<file path="src/rtl/cfg_pkg.sv">
// cfg_pkg: shared types and default sizes for the configuration loader.
//   cfg_state_t  - loader FSM states
//   LE_LUT_SIZE  - LUT bits per logic element
//   LE_CHAIN_LEN - chain bits per logic element (LUT bits + one mode bit)
package cfg_pkg;

  typedef enum logic [1:0] {
    IDLE  = 2'd0,
    FETCH = 2'd1,
    SHIFT = 2'd2,
    DONE  = 2'd3
  } cfg_state_t;

  localparam int LE_LUT_SIZE  = 16;
  localparam int LE_CHAIN_LEN = LE_LUT_SIZE + 1;

endpackage

</file>
<file path="src/rtl/cfg_piso.sv">
// cfg_piso: parallel-in / serial-out shift register, MSB first.
// Ports:
//   clk, rst  - clock, synchronous active-high reset (clears register)
//   load, din - parallel load (has priority over shift)
//   shift     - shift left by one, sin enters at the LSB
//   sin       - serial input (tie low for a pure PISO)
//   msb       - current MSB
//   q         - full register contents
module cfg_piso #(
  parameter int WIDTH = 16
) (
  input  logic             clk,
  input  logic             rst,
  input  logic             load,
  input  logic [WIDTH-1:0] din,
  input  logic             shift,
  input  logic             sin,
  output logic             msb,
  output logic [WIDTH-1:0] q
);

  // Shift register with load priority over shift
  always_ff @(posedge clk) begin
    if (rst) begin
      q <= '0;
    end else if (load) begin
      q <= din;
    end else if (shift) begin
      q <= {q[WIDTH-2:0], sin};
    end else begin
      q <= q;
    end
  end

  assign msb = q[WIDTH-1];

endmodule

</file>
<file path="src/rtl/cfg_loader.sv">
// cfg_loader: serial configuration transmitter for the LE/fabric scan chain.
// Fetches WORD_W-bit words over valid/ready and shifts exactly CHAIN_LEN bits,
// MSB first, into the chain head while config_en is high.
// Optional build macro CFG_LOADER_READBACK_EN adds rb_data/rb_valid, which
// capture the previous chain contents returned on config_data_out.
// Ports:
//   clk, rst         - clock, synchronous active-high reset
//   start            - one-cycle load request (ignored while busy)
//   s_data/s_valid/s_ready - bitstream word stream
//   config_data_in   - serial bit to chain head
//   config_en        - chain shift enable
//   config_data_out  - serial bit from chain tail
//   busy, done       - load in progress / one-cycle completion pulse
//   rb_data, rb_valid - readback word and strobe (macro only)
module cfg_loader
  import cfg_pkg::*;
#(
  parameter int WORD_W    = 16,
  parameter int CHAIN_LEN = LE_CHAIN_LEN,
  parameter int CNT_W     = $clog2(CHAIN_LEN + 1)
) (
  input  logic              clk,
  input  logic              rst,
  input  logic              start,
  input  logic [WORD_W-1:0] s_data,
  input  logic              s_valid,
  output logic              s_ready,
  output logic              config_data_in,
  output logic              config_en,
  input  logic              config_data_out,
  output logic              busy,
  output logic              done
`ifdef CFG_LOADER_READBACK_EN
  ,
  output logic [WORD_W-1:0] rb_data,
  output logic              rb_valid
`endif
);

  localparam int WC_W = $clog2(WORD_W + 1);

  cfg_state_t       state;
  logic [CNT_W-1:0] rem;       // chain bits not yet driven onto config_data_in
  logic [WC_W-1:0]  wcnt;      // bits of the current word still in the PISO
  logic [WC_W-1:0]  take;      // bits to use from the word being accepted
  logic             accept;
  logic             tx_shift;
  logic             tx_msb;
  logic [WORD_W-1:0] tx_q_unused;

  assign accept   = (state == FETCH) && s_valid && s_ready;
  assign tx_shift = (state == SHIFT) && (wcnt != WC_W'(0));

  // Final word may be partial: use only the bits the chain still needs
  always_comb begin
    if (int'(rem) < WORD_W) begin
      take = WC_W'(rem);
    end else begin
      take = WC_W'(WORD_W);
    end
  end

  // The MSB goes straight to config_data_in on accept, so the PISO is loaded
  // pre-shifted and its MSB is always the next bit to send.
  cfg_piso #(.WIDTH(WORD_W)) u_tx_piso (
    .clk   (clk),
    .rst   (rst),
    .load  (accept),
    .din   ({s_data[WORD_W-2:0], 1'b0}),
    .shift (tx_shift),
    .sin   (1'b0),
    .msb   (tx_msb),
    .q     (tx_q_unused)
  );

  // Loader FSM with registered outputs
  always_ff @(posedge clk) begin
    if (rst) begin
      state          <= IDLE;
      s_ready        <= 1'b0;
      config_en      <= 1'b0;
      config_data_in <= 1'b0;
      busy           <= 1'b0;
      done           <= 1'b0;
      rem            <= '0;
      wcnt           <= '0;
    end else begin
      done      <= 1'b0;
      config_en <= 1'b0;
      case (state)
        IDLE: begin
          if (start) begin
            state   <= FETCH;
            busy    <= 1'b1;
            s_ready <= 1'b1;
            rem     <= CNT_W'(CHAIN_LEN);
          end
        end
        FETCH: begin
          if (accept) begin
            state          <= SHIFT;
            s_ready        <= 1'b0;
            config_en      <= 1'b1;
            config_data_in <= s_data[WORD_W-1];
            wcnt           <= take - WC_W'(1);
            rem            <= rem - CNT_W'(1);
          end
        end
        SHIFT: begin
          if (wcnt != WC_W'(0)) begin
            config_en      <= 1'b1;
            config_data_in <= tx_msb;
            wcnt           <= wcnt - WC_W'(1);
            rem            <= rem - CNT_W'(1);
          end else if (rem != CNT_W'(0)) begin
            // bubble cycle while the next word is fetched; chain holds
            state   <= FETCH;
            s_ready <= 1'b1;
          end else begin
            state <= DONE;
            done  <= 1'b1;
            busy  <= 1'b0;
          end
        end
        DONE: begin
          state <= IDLE;
        end
        default: begin
          state   <= IDLE;
          s_ready <= 1'b0;
          busy    <= 1'b0;
        end
      endcase
    end
  end

`ifdef CFG_LOADER_READBACK_EN
  logic [WORD_W-1:0] rb_q;
  logic [WORD_W-1:0] rb_next;
  logic [WC_W-1:0]   rb_cnt;
  logic              rb_full;
  logic              rb_final;
  logic              rb_msb_unused;

  assign rb_next  = {rb_q[WORD_W-2:0], config_data_out};
  assign rb_full  = config_en && (rb_cnt == WC_W'(WORD_W - 1));
  // rem is already 0 during the cycle that carries the last chain bit
  assign rb_final = config_en && (rem == CNT_W'(0));

  cfg_piso #(.WIDTH(WORD_W)) u_rb_piso (
    .clk   (clk),
    .rst   (rst),
    .load  (rb_full || rb_final),
    .din   ({WORD_W{1'b0}}),
    .shift (config_en),
    .sin   (config_data_out),
    .msb   (rb_msb_unused),
    .q     (rb_q)
  );

  // Readback word assembly; a partial final word is left-justified
  always_ff @(posedge clk) begin
    if (rst) begin
      rb_data  <= '0;
      rb_valid <= 1'b0;
      rb_cnt   <= '0;
    end else begin
      rb_valid <= 1'b0;
      if (rb_full) begin
        rb_data  <= rb_next;
        rb_valid <= 1'b1;
        rb_cnt   <= '0;
      end else if (rb_final) begin
        rb_data  <= rb_next << (WC_W'(WORD_W - 1) - rb_cnt);
        rb_valid <= 1'b1;
        rb_cnt   <= '0;
      end else if (config_en) begin
        rb_cnt <= rb_cnt + WC_W'(1);
      end else begin
        rb_cnt <= rb_cnt;
      end
    end
  end
`else
  logic cdo_unused;
  assign cdo_unused = config_data_out;
`endif

endmodule

</file>
<file path="config.mk">
export PLATFORM = sky130hd
export DESIGN_NAME = cfg_loader
export DESIGN_NICKNAME = d
export VERILOG_FILES = /design/src/rtl/cfg_pkg.sv /design/src/rtl/cfg_piso.sv /design/src/rtl/cfg_loader.sv
export SDC_FILE = /design/constraint.sdc
export NUM_CORES = 1
export LEC_CHECK = 0
export ABC_AREA = 1
export CAP_MARGIN = 20
export CORE_UTILIZATION = 40
export DETAILED_ROUTE_END_ITERATION = 8
export PLACE_DENSITY = 0.67
export SYNTH_ARGS = -nofsm -noshare
export SYNTH_HDL_FRONTEND = slang
export SYNTH_SLANG_ARGS = --single-unit
export TNS_END_PERCENT = 100
</file>
<file path="constraint.sdc">
create_clock -name clk -period 5.54 [get_ports clk]
set_clock_uncertainty 0.15 [all_clocks]
set_input_delay 1.108 -clock clk [delete_from_list [all_inputs] [get_ports clk]]
set_output_delay 1.108 -clock clk [all_outputs]
set_load 0.005 [all_outputs]
</file>
==> results.tsv, run 1 <==
stage	metric	value	unit
critical_path	crit_path_cell_trace	clkdlybuf4s50_1, nand3_2, nand2_2, inv_2, nor2_1, nor2_1	
clock_network	clock_latency	0.28	ns
layout	antennaDiodeCount	0	
critical_path	path_buf_inv	2	
critical_path	end_kind	register	
yosys	synthTopCellsByArea	dfxtp_1 (37%), nand2_1 (15%), nor2_1 (6.1%), a21oi_1 (5.8%), o21ai_1 (5.5%)	
clock_network	htree_num_levels	2	
grt	grt_max_degree	23	
sta	hold_viol_final	0	
yosys	synthDistinctLibCells	27	
layout	area_growth	21.1	%
detailed_routing	drt_first_pass_iters	4	
grt	first_global_vias	1319	
sta	rsz0062_at_grt	no	
clock_network	path_clk_slew	0.06	ns
sta	hold_slack	0.324	ns
yosys	synth_nets	279	
yosys	ys_ff_latch	32	
detailed_routing	ant_nets	0	
clock_network	ctsRootBufferMaster	clkbuf_8	
critical_path	cpPeakStageDelay	0.53	ns
clock_network	ctsHoldBuffers	0	
die	die_y	67.7	um
yosys	synth-main-ff-cell	dfxtp_1	
yosys	async_reset_ff_share	0	%
die	pin_count	26	
placement	io_buffers	24	
yosys	synth_top_area_share	37.1	%
die	die_w	67.7	um
critical_path	cp_data_arrival_time	2.85	ns
die	rows	23	
critical_path	cp_top_family	simple AND/OR/NAND/NOR gates	
grt	grt_pass1_wl	6130	um
sta	period_needed	2.83	ns
pwr	leakagePower	1.00	nW
clock_network	clock_sinks	32	
grt	grt_overflow_total	0	
yosys	synth_common_cells	nand2_1 (71), dfxtp_1 (32), nor2_1 (28)	
clock_network	cts_tree	done	
detailed_routing	wl_per_cell	11.6	um
placement	post-dp-hpwl	2720	um
yosys	synth_edf_count	0	
yosys	yosysWarnings	0	
critical_path	crit_fanout	22	
sta	slew_viol_final	0	
critical_path	cp_slowest_cell	clkdlybuf4s50_1	
grt	antenna_found_initial	0	
detailed_routing	drt_iter0_markers	62	
sta	fmax	353	MHz
critical_path	cp_common_cell	nor2_1	
critical_path	cp-start-kind	input port	
yosys	yosysTopAreaCell	dfxtp_1	
grt	grt_use_total	18.3	%
die	fp.dieArea	4580	um2
detailed_routing	viasPerCell	4.91	
critical_path	critPathKind	in -> reg	
pwr	ir_drop	0.188	mV
detailed_routing	wirelength	3800	um
die	core	4090	um2
sta	fin_crit_sh	51.1	%
sta	slew_headroom	61.2	%
detailed_routing	drc	0	
run_status	status	finished clean	
sta	finalSetupViolations	0	
clock_network	clockBufferDepth	2	
pwr	power_density	541	nW/um2
yosys	syn_avg_cell_area	6.85	um2
sta	fin_tns_setup	0	ns
clock_network	numCtsBuffers	5	
die	start_util	42.3	%
critical_path	worstPathRequired	5.56	ns
yosys	synth_most_common_cell	nand2_1	
placement	finalWeightedCongestion	0.804	
job	drv_cap	0	
yosys	netlist_instances	252	
grt	gr-usage-met3	5.74	%
yosys	syn_area	1730	um2
clock_network	post_cts_buffers	0	
grt	use_met2	27.7	%
sta	tightest_slew	0.580	ns
detailed_routing	vias	1610	
grt	grt.busiest_layer	met2	
layout	drive_gt1_share	9.35	%
grt	grt_util_met1	23.9	%
yosys	seq_area_frac_synth	37.1	%
clock_network	cts-resized-gates	0	
min_path	min_path_type	reg -> reg	
layout	nets	304	
per-layer routing:
layer | share of wire [%] | up-vias
met5 | 0 | -
met4 | 1.9 | 0
met3 | 3.4 | 7
met2 | 46 | 26
met1 | 49 | 714
li1 | - | 863
path summary, 6_finish.rpt:
| kind | from | end | slack (ns) | cells past startpoint |
|---|---|---|---|---|
| setup reg to reg | state[0] | wcnt[4] | 3.36 | 10 |
| setup / recovery | s_valid | u_tx_piso.q[10] | 2.71 | 6 |
| hold reg to reg | busy | busy | 0.32 | 2 |
| hold / removal | busy | busy | 0.32 | 2 |
logic make-up (layout without fill, tap and decap cells):
group	count (synthesis)	in the layout	share of synthesized area [%]
xor+xnor	1	1	0.507
simple gates	131	131	32.5
buf+inv	31	57	8.26
mux	5	5	2.90
fa+ha+maj	6	6	4.35
flops	32	32	37.1
compound gates	46	46	14.4
power breakdown:
part | switching (mW) | internal (mW) | leakage, nW | total, mW
logic | 0.330 | 0.212 | 0.687 | 0.542
clock network | 0.0855 | 0.133 | 0.0552 | 0.219
registers | 0.0605 | 0.309 | 0.262 | 0.369
layout by cell type (no fill, tap or decap), drive strengths merged:
master and instances:
o21bai 1, nor3 4, a21oi 22, bufinv 1, dfxtp 32, clkinv 1
clkdlybuf4s50 24, a21boi 2, o21ai 21, or2 2, nand4 4, clkbuf 6
xor2 1, nand2 75, nand3 14, mux2i 5, inv 25, nor2 32
ha 6
through the flow:
step / setup WS (ns) / utilization [%] / std cells / cell area (um2) / total power [mW]
after global placement: 2.41 / 48.5 / 320 / 1980 / 0.903
after CTS: 2.72 / 51.2 / 328 / 2090 / 1.14
after detailed placement: 2.42 / 48.5 / 320 / 1980 / 0.915
final: 2.71 / 51.2 / 328 / 2090 / 1.13
after global routing: 2.58 / 51.2 / 328 / 2090 / 1.23
after floorplan: 3.56 / - / 252 / 1730 / 0.794
sequential cells by signal, indices dropped and copies added, names as in the netlist:
name,flops
u_tx_piso.q,15
rem,5
wcnt,5
state,2
busy,1
config_data_in,1
config_en,1
done,1
s_ready,1
tightest hold or removal path, delay by kind of cell (launching register included):
family          cells  cell delay, ns
simple gates        1            0.06
flops               1            0.32
compound gates      1            0.05
area by class of cell:
| cell class | instances | area (um2) |
|---|---|---|
| clock buffer | 6 | 72.6 |
| tap | 50 | 62.6 |
| multi-input combinational | 189 | 943 |
| clock inverter | 2 | 35.0 |
| fill | 431 | 2000 |
| sequential | 32 | 641 |
| inverter | 25 | 96.3 |
| timing repair buffer | 24 | 240 |
Note: power is estimated with default switching activity, not from simulation.
==> run 2: changes to the inputs <==
- PLACE_DENSITY: 0.67 -> 0.69
- clock period: 5.54 -> 2.46 ns (I/O delays scaled with it)
==> run 2 against run 1 <==
Against the previous run: die area did not move; sequential share of layout area fell by 0.43 points; core utilization rose by 0.73 points; hold slack got worse by 0.0010 ns; sequential power rose by 120%; setup slack got worse by 2.3 ns; cell area rose by 1.4%; final cell count rose by 1.2%; critical path depth rose by 5; clock power rose by 130%.
==> results.tsv, run 2 (synthesized netlist as in run 1, its figures left out) <==
stage	metric	value	unit
placement	pre_cts_ws	0.415	ns
sta	fin_ws	0.407	ns
placement	finalWeightedCongestion	0.822	
critical_path	cp_data_arrival_time	2.09	ns
die	rows	23	
grt	first_global_vias	1368	
critical_path	critPathKind	reg -> reg	
run_status	status	finished clean	
sta	finalSetupViolations	0	
grt	grt_overflow_total	0	
pwr	p_total	2.55	mW
layout	largest_register_ffs	15	
clock_network	ctsHoldBuffers	0	
layout	stdcell_area	2120	um2
detailed_routing	drc	0	
clock_network	htree_num_levels	2	
clock_network	clock_latency	0.29	ns
layout	drive_gt1_share	10.6	%
clock_network	clockBufferDepth	2	
clock_network	ctsRootBufferMaster	clkbuf_8	
sta	fmax	487	MHz
layout	area_growth	22.8	%
detailed_routing	wl_per_cell	10.9	um
die	die_w	67.7	um
detailed_routing	drt_iter0_markers	114	
layout	layout_commonest_cell	nand2_1	
critical_path	worstPathRequired	2.50	ns
clock_network	cts-resized-gates	0	
detailed_routing	drt_first_pass_iters	5	
placement	post-dp-hpwl	2610	um
layout	most-common-layout-cells	nand2_1 (71), dfxtp_1 (32), nor2_1 (28)	
critical_path	crit_fanout	7	
grt	grt_pass1_wl	6040	um
clock_network	post_cts_buffers	0	
layout	nets	308	
clock_network	cts_tree	done	
placement	io_buffers	24	
placement	detailed_place.area	2010	um2
layout	regMostFlops	u_tx_piso.q	
critical_path	cp-start-kind	register	
sta	fin_tns_setup	0	ns
sta	hold_viol_final	0	
die	start_util	42.3	%
clock_network	clock_sinks	32	
pwr	leakagePower	1.02	nW
clock_network	path_clk_slew	0.06	ns
die	die_y	67.7	um
grt	grt_use_total	17.8	%
die	pin_count	26	
pwr	power_density	1200	nW/um2
layout	antennaDiodeCount	0	
clock_network	numCtsBuffers	5	
sta	slew_headroom	61.0	%
die	core	4090	um2
critical_path	end_kind	register	
grt	grt_max_degree	20	
layout	num-fill-cells	380	
sta	fin_crit_sh	83.5	%
sta	slew_viol_final	0	
sta	tightest_slew	0.584	ns
detailed_routing	vias	1599	
detailed_routing	viasPerCell	4.82	
die	fp.dieArea	4580	um2
pwr	ir_drop	0.515	mV
sta	rsz0062_at_grt	no	
detailed_routing	ant_nets	0	
detailed_routing	wirelength	3630	um
sta	period_needed	2.05	ns
job	drv_cap	0	
min_path	min_path_type	reg -> reg	
grt	antenna_found_initial	0	
layout	reg.largest.list	u_tx_piso.q x15, rem x5, wcnt x5	
## run 2: cell count changes in the layout (fill, tap and decap cells not counted)
cell   before  now
buf_4       0    4
## run 2: per-layer routing
layer  global-route usage (%)  vias up  part of all wire (%)
met3                     5.07        7                   4.4
li1                         -      875                     -
met5                        0        -                     0
met2                     25.7       30                    43
met4                     7.18        0                   1.7
met1                     24.4      687                    51
## run 2: worst paths after layout
kind,start,end,slack [ns],cells past startpoint
setup reg to reg,state[0],wcnt[4],0.41,11
hold reg to reg,busy,busy,0.32,2
hold / removal,busy,busy,0.32,2
setup / recovery,state[0],wcnt[4],0.41,11
## run 2: power breakdown
group	internal, mW	switching [mW]
Combinational	0.490	0.740
Clock	0.300	0.197
Sequential	0.696	0.131
Total	1.49	1.07
## run 2: final cells by class
| type | instances | area (um2) | area share [%] |
|---|---|---|---|
| clock buffers | 6 | 72.6 | 3.42 |
| clock inverters | 2 | 35.0 | 1.65 |
| inverters | 25 | 96.3 | 4.54 |
| multi-input cells | 189 | 943 | 44.5 |
| flip-flops and latches | 32 | 641 | 30.2 |
| well taps | 50 | 62.6 | 2.95 |
| repair buffers | 28 | 270 | 12.7 |
## run 2: worst max-delay path, cell delays in order (launching register included)
cell and delay, ns:
dfxtp_1 0.38, inv_1 0.10, ha_1 0.30, nor2_2 0.25, a21oi_1 0.14, ha_1 0.24, nand3_1 0.12, nor2_1 0.05
nand2_1 0.06, nand3_1 0.07, nand2_1 0.07, inv_1 0.03
## run 2: metrics by stage
stage,hold slack (ns),instances,util (%)
after floorplan,0.306,252,-
final,0.323,332,51.9
after detailed placement,0.308,324,49.3
after global routing,0.343,332,51.9
after global placement,0.312,324,49.3
after CTS,0.326,332,51.9
==> run 3: changes to the inputs <==
- clock period: 2.46 -> 1.85 ns (I/O delays scaled with it)
==> run 3 against run 2 <==
Against the previous run: global-route usage up 0.78 points; first-iteration DRC count decreased by 16%; cell area grew 5.7%; setup slack worse by 0.30 ns.
==> results.tsv, run 3 (synthesized netlist as in run 1, its figures left out) <==
stage	metric	value	unit
layout	layout.cells.non_filler	343	
die	die_y	67.7	um
sta	fmax	575	MHz
layout	antennaDiodeCount	0	
clock_network	clockBufferDepth	2	
layout	nets	319	
die	core	4090	um2
pwr	ir_drop	0.586	mV
pwr	switching_power	1.48	mW
clock_network	clock_latency	0.30	ns
placement	io_buffers	24	
critical_path	cpPeakStageDelay	0.53	ns
detailed_routing	ant_nets	0	
pwr	power_density	1610	nW/um2
layout	area_growth	29.9	%
critical_path	critPathKind	reg -> out	
pwr	combPwrFrac	50.8	%
layout	reg.largest.list	u_tx_piso.q x15, rem x5, wcnt x5	
sta	slew_viol_final	0	
detailed_routing	vias	1679	
detailed_routing	wl_per_cell	11.1	um
layout	num-fill-cells	422	
critical_path	crit_fanout	4	
job	drv_cap	0	
die	rows	23	
critical_path	end_kind	output port	
clock_network	numCtsBuffers	5	
grt	grt_pass1_wl	6270	um
layout	largest_register_ffs	15	
critical_path	cp_slowest_cell	clkdlybuf4s50_1	
clock_network	clock_sinks	32	
critical_path	crit_path_cell_trace	clkdlybuf4s50_1	
critical_path	path_buf_inv	1	
clock_network	htree_num_levels	2	
critical_path	cp_top_family	buffers and inverters	
pwr	internal_power	2.12	mW
min_path	min_path_type	reg -> reg	
clock_network	ctsRootBufferMaster	clkbuf_8	
pwr	leakagePower	1.09	nW
critical_path	cp-start-kind	register	
grt	antenna_found_initial	0	
placement	post-dp-hpwl	2820	um
placement	finalWeightedCongestion	0.802	
grt	grt_use_total	18.6	%
grt	first_global_vias	1425	
detailed_routing	viasPerCell	4.90	
detailed_routing	drt_iter0_markers	96	
sta	tightest_slew	0.245	ns
pwr	power_frac_seq	30.7	%
layout	layout_commonest_cell	nand2_1	
detailed_routing	drc	0	
pwr	pwr-share-clk	18.5	%
detailed_routing	wirelength	3820	um
pwr	swShare	41.2	%
clock_network	cts_tree	done	
layout	drive_gt1_share	15.4	%
sta	period_needed	1.74	ns
detailed_routing	drt_first_pass_iters	4	
grt	grt_overflow_total	0	
die	fp.dieArea	4580	um2
critical_path	worstPathRequired	1.33	ns
placement	dp_cells	334	
die	die_w	67.7	um
layout	most-common-layout-cells	nand2_1 (71), dfxtp_1 (32), nor2_1 (28)	
critical_path	cp_data_arrival_time	1.22	ns
grt	grt_max_degree	17	
die	pin_count	26	
clock_network	path_clk_slew	0.06	ns
sta	slew_headroom	83.6	%
run_status	status	finished clean	
die	start_util	42.3	%
sta	finalSetupViolations	0	
sta	fin_crit_sh	94.1	%
sta	hold_viol_final	0	
layout	regMostFlops	u_tx_piso.q	
sta	hold_slack	0.330	ns
## run 3: cell count changes in the layout (fill, tap and decap cells not counted), sizes merged
| cell | change |
|---|---|
| buf | +11 |
## run 3: area by class of cell
| type | instances | area [um2] | share of cell area (%) |
|---|---|---|---|
| multi-input combinational | 189 | 970 | 43.2 |
| sequential | 32 | 641 | 28.6 |
| timing repair buffer | 39 | 365 | 16.3 |
| inverter | 25 | 96.3 | 4.30 |
| clock buffer | 6 | 72.6 | 3.24 |
| tap | 50 | 62.6 | 2.79 |
| clock inverter | 2 | 35.0 | 1.56 |
## run 3: per-layer routing
layer	part of all wire, %	GRT usage (%)
met2	44	29.0
met4	1.5	6.38
met1	50	23.8
met3	4.6	6.08
met5	0	0
## run 3: what timing repair did
| action | CTS | global route |
|---|---|---|
| hold buffers | 0 | 0 |
| endpoints found under the setup margin | 0 | 12 |
| gates resized for setup | 0 | 3 |
| buffers inserted | 0 | 1 |
## run 3: power by group through the flow
stage          clock, mW  combinational, mW  sequential, mW
3_3_place_gp           0               1.77            1.11
4_1_cts            0.683               1.81            1.10
3_5_place_dp           0               1.80            1.11
5_1_grt            0.712               2.08            1.13
6_report           0.667               1.83            1.11
2_1_floorplan          0               1.32            1.08
## run 3: path summary, 6_finish.rpt
| path | endpoint | slack, ns | cells after the start | start |
|---|---|---|---|---|
| setup / recovery | s_ready | 0.11 | 1 | s_ready |
| hold / removal | busy | 0.33 | 2 | busy |
| setup reg to reg | wcnt[4] | 0.12 | 11 | state[0] |
| hold reg to reg | busy | 0.33 | 2 | busy |
## run 3: stage by stage
step	total power, mW	area (um2)	TNS, ns	worst slack [ns]	utilization, %
after floorplan	2.40	1740	0	0.00847	-
after global placement	2.88	2110	0	0.0270	51.7
after detailed placement	2.91	2110	0	0.0272	51.7
after CTS	3.59	2220	0	0.00387	54.4
after global routing	3.93	2240	-0.00995	-0.00511	54.9
final	3.60	2240	0	0.110	54.9
